File: config.mk
export PLATFORM = sky130hd
export DESIGN_NAME = alu_exec_unit
export DESIGN_NICKNAME = d
export VERILOG_FILES = /design/src/rtl/alu_pkg.sv /design/src/rtl/alu_exec_unit_mul_seq.sv /design/src/rtl/alu_exec_unit.sv
export SDC_FILE = /design/constraint.sdc
export NUM_CORES = 2
export LEC_CHECK = 0
export CAP_MARGIN = 5
export CELL_PAD_IN_SITES_DETAIL_PLACEMENT = 1
export CELL_PAD_IN_SITES_GLOBAL_PLACEMENT = 2
export CORE_ASPECT_RATIO = 1.5
export CORE_MARGIN = 2
export CORE_UTILIZATION = 46
export DETAILED_ROUTE_END_ITERATION = 16
export PLACE_DENSITY_LB_ADDON = 0.1
export REMOVE_ABC_BUFFERS = 1
export SLEW_MARGIN = 15
export SYNTH_ARGS = -nofsm -noshare
export SYNTH_HDL_FRONTEND = slang
export SYNTH_SLANG_ARGS = --single-unit
File: constraint.sdc
create_clock -name clk -period 14.42 [get_ports clk]
set_clock_uncertainty 0.15 [all_clocks]
set_input_delay 2.163 -clock clk [delete_from_list [all_inputs] [get_ports clk]]
set_output_delay 2.163 -clock clk [all_outputs]
set_load 0.005 [all_outputs]
File: src/rtl/alu_pkg.sv
// Shared constants for the execute unit: opcodes, instruction field positions,
// condition-flag bit indices and the control FSM state type.
package alu_pkg;

  localparam logic [4:0] OP_MOVSGPR = 5'd0;
  localparam logic [4:0] OP_MOV     = 5'd1;
  localparam logic [4:0] OP_ADD     = 5'd2;
  localparam logic [4:0] OP_SUB     = 5'd3;
  localparam logic [4:0] OP_MUL     = 5'd4;
  localparam logic [4:0] OP_OR      = 5'd5;
  localparam logic [4:0] OP_AND     = 5'd6;
  localparam logic [4:0] OP_XOR     = 5'd7;
  localparam logic [4:0] OP_XNOR    = 5'd8;
  localparam logic [4:0] OP_NAND    = 5'd9;
  localparam logic [4:0] OP_NOR     = 5'd10;
  localparam logic [4:0] OP_NOT     = 5'd11;

  localparam int unsigned IR_OPER_LSB  = 27;
  localparam int unsigned IR_RDST_LSB  = 22;
  localparam int unsigned IR_RSRC1_LSB = 17;
  localparam int unsigned IR_IMM_MODE  = 16;
  localparam int unsigned IR_RSRC2_LSB = 11;

  localparam int unsigned FLAG_S = 3;
  localparam int unsigned FLAG_Z = 2;
  localparam int unsigned FLAG_V = 1;
  localparam int unsigned FLAG_C = 0;

  typedef enum logic {
    ST_IDLE,
    ST_MUL
  } state_t;

endpackage

File: src/rtl/alu_exec_unit_mul_seq.sv
// Unsigned shift-add multiplier: one partial-product add per cycle, DATA_W cycles.
// prod is the final accumulator value and is only meaningful while done is high.
module mul_seq #(
  parameter int unsigned DATA_W = 16
) (
  input  logic                  clk,
  input  logic                  rst_n,
  input  logic                  start,
  input  logic [DATA_W-1:0]     a,
  input  logic [DATA_W-1:0]     b,
  output logic                  done,
  output logic [2*DATA_W-1:0]   prod
);

  localparam int unsigned CNT_W = $clog2(DATA_W);

  logic                  busy;
  logic [CNT_W-1:0]      cnt;
  logic [2*DATA_W-1:0]   acc;
  logic [2*DATA_W-1:0]   mcand;
  logic [DATA_W-1:0]     mplier;
  logic [2*DATA_W-1:0]   acc_nxt;

  always_comb begin
    acc_nxt = acc;
    if (mplier[0]) acc_nxt = acc + mcand;
  end

  // The last iteration's sum is exposed directly so the caller can write it
  // back at the same edge that completes the multiply.
  assign done = busy && (cnt == CNT_W'(DATA_W - 1));
  assign prod = acc_nxt;

  always_ff @(posedge clk or negedge rst_n) begin
    if (!rst_n) begin
      busy   <= 1'b0;
      cnt    <= '0;
      acc    <= '0;
      mcand  <= '0;
      mplier <= '0;
    end else if (start) begin
      busy   <= 1'b1;
      cnt    <= '0;
      acc    <= '0;
      mcand  <= {{DATA_W{1'b0}}, a};
      mplier <= b;
    end else if (busy) begin
      acc    <= acc_nxt;
      mcand  <= mcand << 1;
      mplier <= mplier >> 1;
      cnt    <= cnt + 1'b1;
      if (done) busy <= 1'b0;
    end
  end

endmodule

File: src/rtl/alu_exec_unit.sv
// Execute unit: register file, SGPR, single-cycle ALU, multi-cycle multiply
// control, SZVC flag generation and registered retire outputs.
module alu_exec_unit
  import alu_pkg::*;
#(
  parameter int unsigned DATA_W = 16,
  parameter int unsigned NREG   = 32
) (
  input  logic              clk,
  input  logic              rst_n,
  input  logic              instr_valid,
  output logic              instr_ready,
  input  logic [31:0]       instr,
  output logic              res_valid,
  output logic [4:0]        res_rd,
  output logic [DATA_W-1:0] res_data,
  output logic              illegal,
  output logic [3:0]        flags,
  input  logic [4:0]        dbg_addr,
  output logic [DATA_W-1:0] dbg_data,
  output logic [DATA_W-1:0] dbg_sgpr
);

  localparam int unsigned MSB = DATA_W - 1;

  state_t                state, state_nxt;
  logic [DATA_W-1:0]     gpr [NREG];
  logic [DATA_W-1:0]     sgpr;
  logic [4:0]            mul_rd;

  logic [4:0]            oper, rdst, rsrc1, rsrc2;
  logic                  imm_mode;
  logic [15:0]           imm;
  logic [DATA_W-1:0]     op1, op2, alu_res;
  logic [DATA_W:0]       sum, diff;
  logic [3:0]            alu_flags, mul_flags;
  logic                  legal, accept, is_mul;
  logic                  mul_done;
  logic [2*DATA_W-1:0]   mul_prod;

  assign oper     = instr[IR_OPER_LSB  +: 5];
  assign rdst     = instr[IR_RDST_LSB  +: 5];
  assign rsrc1    = instr[IR_RSRC1_LSB +: 5];
  assign rsrc2    = instr[IR_RSRC2_LSB +: 5];
  assign imm_mode = instr[IR_IMM_MODE];
  assign imm      = instr[15:0];

  assign op1    = gpr[rsrc1];
  assign op2    = imm_mode ? DATA_W'(imm) : gpr[rsrc2];
  assign sum    = {1'b0, op1} + {1'b0, op2};
  assign diff   = {1'b0, op1} - {1'b0, op2};
  assign is_mul = (oper == OP_MUL);
  assign accept = instr_valid && instr_ready;

  always_comb begin
    alu_res   = '0;
    alu_flags = '0;
    legal     = 1'b1;
    case (oper)
      OP_MOVSGPR: alu_res = sgpr;
      OP_MOV:     alu_res = op2;
      OP_ADD: begin
        alu_res           = sum[MSB:0];
        alu_flags[FLAG_C] = sum[DATA_W];
        alu_flags[FLAG_V] = (op1[MSB] == op2[MSB]) && (sum[MSB] != op1[MSB]);
      end
      OP_SUB: begin
        alu_res           = diff[MSB:0];
        alu_flags[FLAG_C] = diff[DATA_W];
        alu_flags[FLAG_V] = (op1[MSB] != op2[MSB]) && (diff[MSB] != op1[MSB]);
      end
      OP_MUL:     alu_res = '0;
      OP_OR:      alu_res = op1 | op2;
      OP_AND:     alu_res = op1 & op2;
      OP_XOR:     alu_res = op1 ^ op2;
      OP_XNOR:    alu_res = ~(op1 ^ op2);
      OP_NAND:    alu_res = ~(op1 & op2);
      OP_NOR:     alu_res = ~(op1 | op2);
      OP_NOT:     alu_res = ~op2;
      default:    legal   = 1'b0;
    endcase
    alu_flags[FLAG_S] = alu_res[MSB];
    alu_flags[FLAG_Z] = (alu_res == '0);
  end

  always_comb begin
    mul_flags         = '0;
    mul_flags[FLAG_S] = mul_prod[2*DATA_W-1];
    mul_flags[FLAG_Z] = (mul_prod == '0);
  end

  always_comb begin
    state_nxt   = state;
    instr_ready = 1'b0;
    case (state)
      ST_IDLE: begin
        instr_ready = 1'b1;
        if (instr_valid && is_mul) state_nxt = ST_MUL;
      end
      ST_MUL: if (mul_done) state_nxt = ST_IDLE;
      default: state_nxt = ST_IDLE;
    endcase
  end

  always_ff @(posedge clk or negedge rst_n) begin
    if (!rst_n) state <= ST_IDLE;
    else        state <= state_nxt;
  end

  mul_seq #(.DATA_W(DATA_W)) u_mul (
    .clk   (clk),
    .rst_n (rst_n),
    .start (accept && is_mul),
    .a     (op1),
    .b     (op2),
    .done  (mul_done),
    .prod  (mul_prod)
  );

  always_ff @(posedge clk or negedge rst_n) begin
    if (!rst_n) begin
      for (int unsigned i = 0; i < NREG; i++) gpr[i] <= '0;
      sgpr      <= '0;
      flags     <= '0;
      mul_rd    <= '0;
      res_valid <= 1'b0;
      illegal   <= 1'b0;
      res_rd    <= '0;
      res_data  <= '0;
    end else begin
      res_valid <= 1'b0;
      illegal   <= 1'b0;
      if (accept && is_mul) begin
        mul_rd <= rdst;
      end else if (accept) begin
        res_valid <= 1'b1;
        res_rd    <= rdst;
        if (legal) begin
          gpr[rdst] <= alu_res;
          res_data  <= alu_res;
          flags     <= alu_flags;
        end else begin
          illegal  <= 1'b1;
          res_data <= '0;
        end
      end else if (mul_done) begin
        gpr[mul_rd] <= mul_prod[DATA_W-1:0];
        sgpr        <= mul_prod[2*DATA_W-1:DATA_W];
        flags       <= mul_flags;
        res_valid   <= 1'b1;
        res_rd      <= mul_rd;
        res_data    <= mul_prod[DATA_W-1:0];
      end
    end
  end

  assign dbg_data = gpr[dbg_addr];
  assign dbg_sgpr = sgpr;

endmodule

==> impl_metrics.py <==
metrics = {
    "timing": {
        "slew_headroom_pct": 7.787,
        "slew_viol_final": 0,
        "post-route-period-util_pct": 60.57,
        "hold_viol_final": 0,
        "rsz0062_at_grt": "no",
        "fmax_ghz": 0.1145,
        "setup_violations": 0,
        "worst_slew_pin_slew_ns": 1.345,
        "final.setup.tns_ns": 0,
        "period_needed_ns": 8.734,
    },
    "logic_synthesis": {
        "ys.flop_type": "dfrtp_1",
        "synth_seq_cells": 646,
        "yosysSeqAreaShare_pct": 34.43,
        "syn_inst": 4522,
        "synth-edff-count": 0,
        "synth.distinct_cells": 90,
        "avgSynthCellArea_um2": 10.38,
        "async_reset_ff_share_pct": 100.0,
        "syn_area_um2": 46950,
        "yosysWarnings": 0,
    },
    "critical_path": {
        "worstSetupStartpointType": "input pin",
        "cpLargestDelayFamily": "compound AO/OA/AOI/OAI gates",
        "cp.arrival_ns": 9.18,
        "cp_slowest_cell": "a211oi_2",
        "worstPathCellList": "buf_8, buf_12, mux4_2, nand2b_1, a32o_1, a211oi_2, ha_1, inv_1, a221oi_1, o41ai_1, a311oi_1, nor3_1, o311a_1, a31oi_1, nor3_4, buf_4, o22ai_1, mux2_2",
        "cp.required_ns": 14.86,
        "worstPathMaxFanout": 85,
        "slowest_delay_ns": 0.69,
        "crit_buf_inv": 4,
        "setup.worst_path.end_class": "flip-flop",
        "setup.worst_path.class": "input pin to flip-flop",
    },
    "layout": {
        "multi_input_area_um2": 29080,
        "register_area_um2": 16170,
        "final_nets": 4487,
        "drive_gt1_share_pct": 19.05,
        "fillCellCount": 10830,
        "final_area_um2": 51620,
        "final_cells": 5729,
        "syn_to_final_growth_pct": 9.942,
    },
    "die": {
        "io-pin-count": 100,
        "dieArea_um2": 104700,
        "die_width_um": 264.9,
        "std_cell_rows": 143,
        "core_um2": 101300,
        "start_util_pct": 46.37,
        "die_height_um": 395.3,
    },
    "route": {
        "drt_wl_total_um": 230600,
        "wl_per_cell_um": 40.25,
        "top_layer_used": "met5",
        "wl_met3_um": 20290,
        "vias": 43900,
        "first_iter_violations": 4513,
        "first_pass_iters": 6,
        "wl_met1_um": 76770,
        "drc": 0,
        "drtAntennaViolNets": 0,
        "drt-vias-per-instance": 7.663,
        "dr_wl_met2_um": 107000,
    },
    "clock_tree": {
        "htree_levels": 3,
        "cts_resized": 0,
        "cts_tree": "done",
        "clkTransAtPathRegs_ns": 0.06,
        "holdBufCountCts": 0,
        "cts.path.max_buffers": 3,
        "cts.sinks": 646,
        "cts_buffers": 74,
        "insertion_delay_ns": 0.71,
        "cts_setup_buffers": 0,
        "clockRootBuffer": "clkbuf_16",
    },
    "status": {
        "status": "finished, final reports clean",
    },
    "placed_design": {
        "placed_cells": 5593,
        "routabilityCongestion": 0.9956,
        "placed_area_um2": 49100,
        "hpwl_um": 161600,
        "portBuffers": 99,
    },
    "run": {
        "drv_cap": 0,
    },
    "pwr": {
        "ir_drop_mv": 0.1058,
        "powerDensity_nw_per_um2": 197.9,
        "p_leak_nw": 19.97,
    },
    "global_route": {
        "grt_max_degree": 159,
        "grt_pass1_wl_um": 331600,
        "grt.overflow.total": 0,
        "grt_pass1_vias": 45540,
        "grt_usage_pct": 44.09,
        "antenna_found_initial": 11,
    },
    "hold_path": {
        "hp-class": "flip-flop to flip-flop",
    },
}
-- per-layer routing --
metal  GRT usage (%)  vias to the layer above
met3           10.28                     1139
met5               0                        -
li1                -                    17440
met4           40.64                       10
met1           48.50                    22590
met2           70.59                     2723
-- sequential cells by signal (all words and copies together) (netlist names) --
register / flops
illegal: 1
res_valid: 1
gpr: 512
res_rd: 5
flags: 4
u_mul.busy: 1
dbg_sgpr: 16
u_mul.cnt: 4
state: 1
u_mul.mplier: 16
mul_rd: 5
res_data: 16
u_mul.mcand: 32
u_mul.acc: 32
-- worst reg2reg max path, delay by kind of cell (launching register included) --
kind	cells	cell delay [ns]
and+or+nand+nor	3	0.92
AOI/OAI and AO/OA	6	1.91
muxes	4	1.86
buffers and inverters	2	0.60
DFF	1	0.43
adders and majority gates	1	0.38
-- layout by cell type, fill, tap and decap left out, drive strengths merged, types with 73 or more instances in the layout --
| master | count |
|---|---|
| a221oi | 73 |
| o21ai | 235 |
| a21oi | 188 |
| buf | 139 |
| o22ai | 119 |
| clkdlybuf4s50 | 85 |
| mux4 | 425 |
| mux2i | 130 |
| o221ai | 238 |
| dfrtp | 646 |
| nor2 | 439 |
| nand2 | 391 |
| a22oi | 73 |
| o21a | 248 |
| clkbuf | 105 |
| a22o | 105 |
| ha | 79 |
-- through the flow --
stage | utilization, % | power, mW | setup WS, ns | hold slack (ns)
global placement | 48.48 | 7.886 | 5.291 | 0.3123
CTS | 50.94 | 10.06 | 5.936 | 0.3422
floorplan | - | 5.822 | 3.683 | 0.3128
global route | 50.97 | 10.58 | 5.461 | 0.3593
detailed placement | 48.48 | 8.013 | 5.245 | 0.3178
finish | 50.97 | 10.21 | 5.686 | 0.3335
-- cell usage after synthesis (15+ instances only) --
cell type  count  share of area (%)
o21ai_0      221                2.4
nand2_1      391                3.1
clkbuf_1     345                2.8
a22oi_1       73                1.2
buf_2         38               0.41
a211oi_1      53               0.85
o22a_1        30               0.56
nand4_1       17               0.23
nor2_1       439                3.5
or2_2         23               0.31
a22o_1       105                2.0
buf_1         57               0.46
nor2b_1       34               0.45
o221ai_1     238                4.4
o21a_1       248                4.0
o211ai_1      19               0.30
nand3_1       48               0.51
o22ai_1      119                1.6
nand2b_1      15               0.20
ha_1          79                2.1
mux4_2       425                 20
dfrtp_1      646                 34
mux2_2        45                1.1
nor3_1        40               0.43
or3_1         16               0.21
mux2i_1      130                2.8
a221oi_1      73                1.4
and3_1        16               0.21
a21o_1        23               0.37
a31oi_1       27               0.36
inv_1         57               0.46
a21oi_1      186                2.0
-- report_power, final --
part           internal, mW  switching, mW  total [mW]
Clock                  1.14          0.889        2.03
Sequential             2.42          0.738        3.16
Combinational          1.95           3.07        5.03
Total                  5.52           4.70        10.2
-- path summary, 6_finish.rpt --
path | slack (ns) | start | depth (start not counted) | to
max in group asynchronous | 10.56 | rst_n | 3 | gpr[288]
min in group asynchronous | 1.27 | rst_n | 1 | u_mul.mcand[16]
worst max-delay path | 5.69 | instr[11] | 18 | gpr[271]
worst min register to register | 0.33 | res_data[11] | 2 | res_data[11]
worst min-delay path | 0.33 | res_data[11] | 2 | res_data[11]
worst max register to register | 8.05 | gpr[375] | 16 | gpr[271]
-- area by class of cell --
type                       count  share of cell area, %
sequential                   646                  31.32
antenna                        3                0.01454
inverter                      62                 0.4508
clock inverter                28                 0.7344
multi-input combinational   3356                  56.34
timing repair buffer         225                  3.876
tap                         1305                  3.163
clock buffer                 104                  4.096
-- kinds of logic (layout without fill, tap and decap cells) --
group | count (synthesis) | after routing | synth area share [%]
xor+xnor | 20 | 20 | 0.4024
simple gates | 1112 | 1112 | 10.41
mux | 600 | 600 | 24.24
compound gates | 1542 | 1542 | 23.78
flops | 646 | 646 | 34.43
buf+inv | 520 | 419 | 4.514
other cells | 0 | 3 | 0
fa+ha+maj | 82 | 82 | 2.233
No activity file was read; power rests on OpenSTA's default activity.
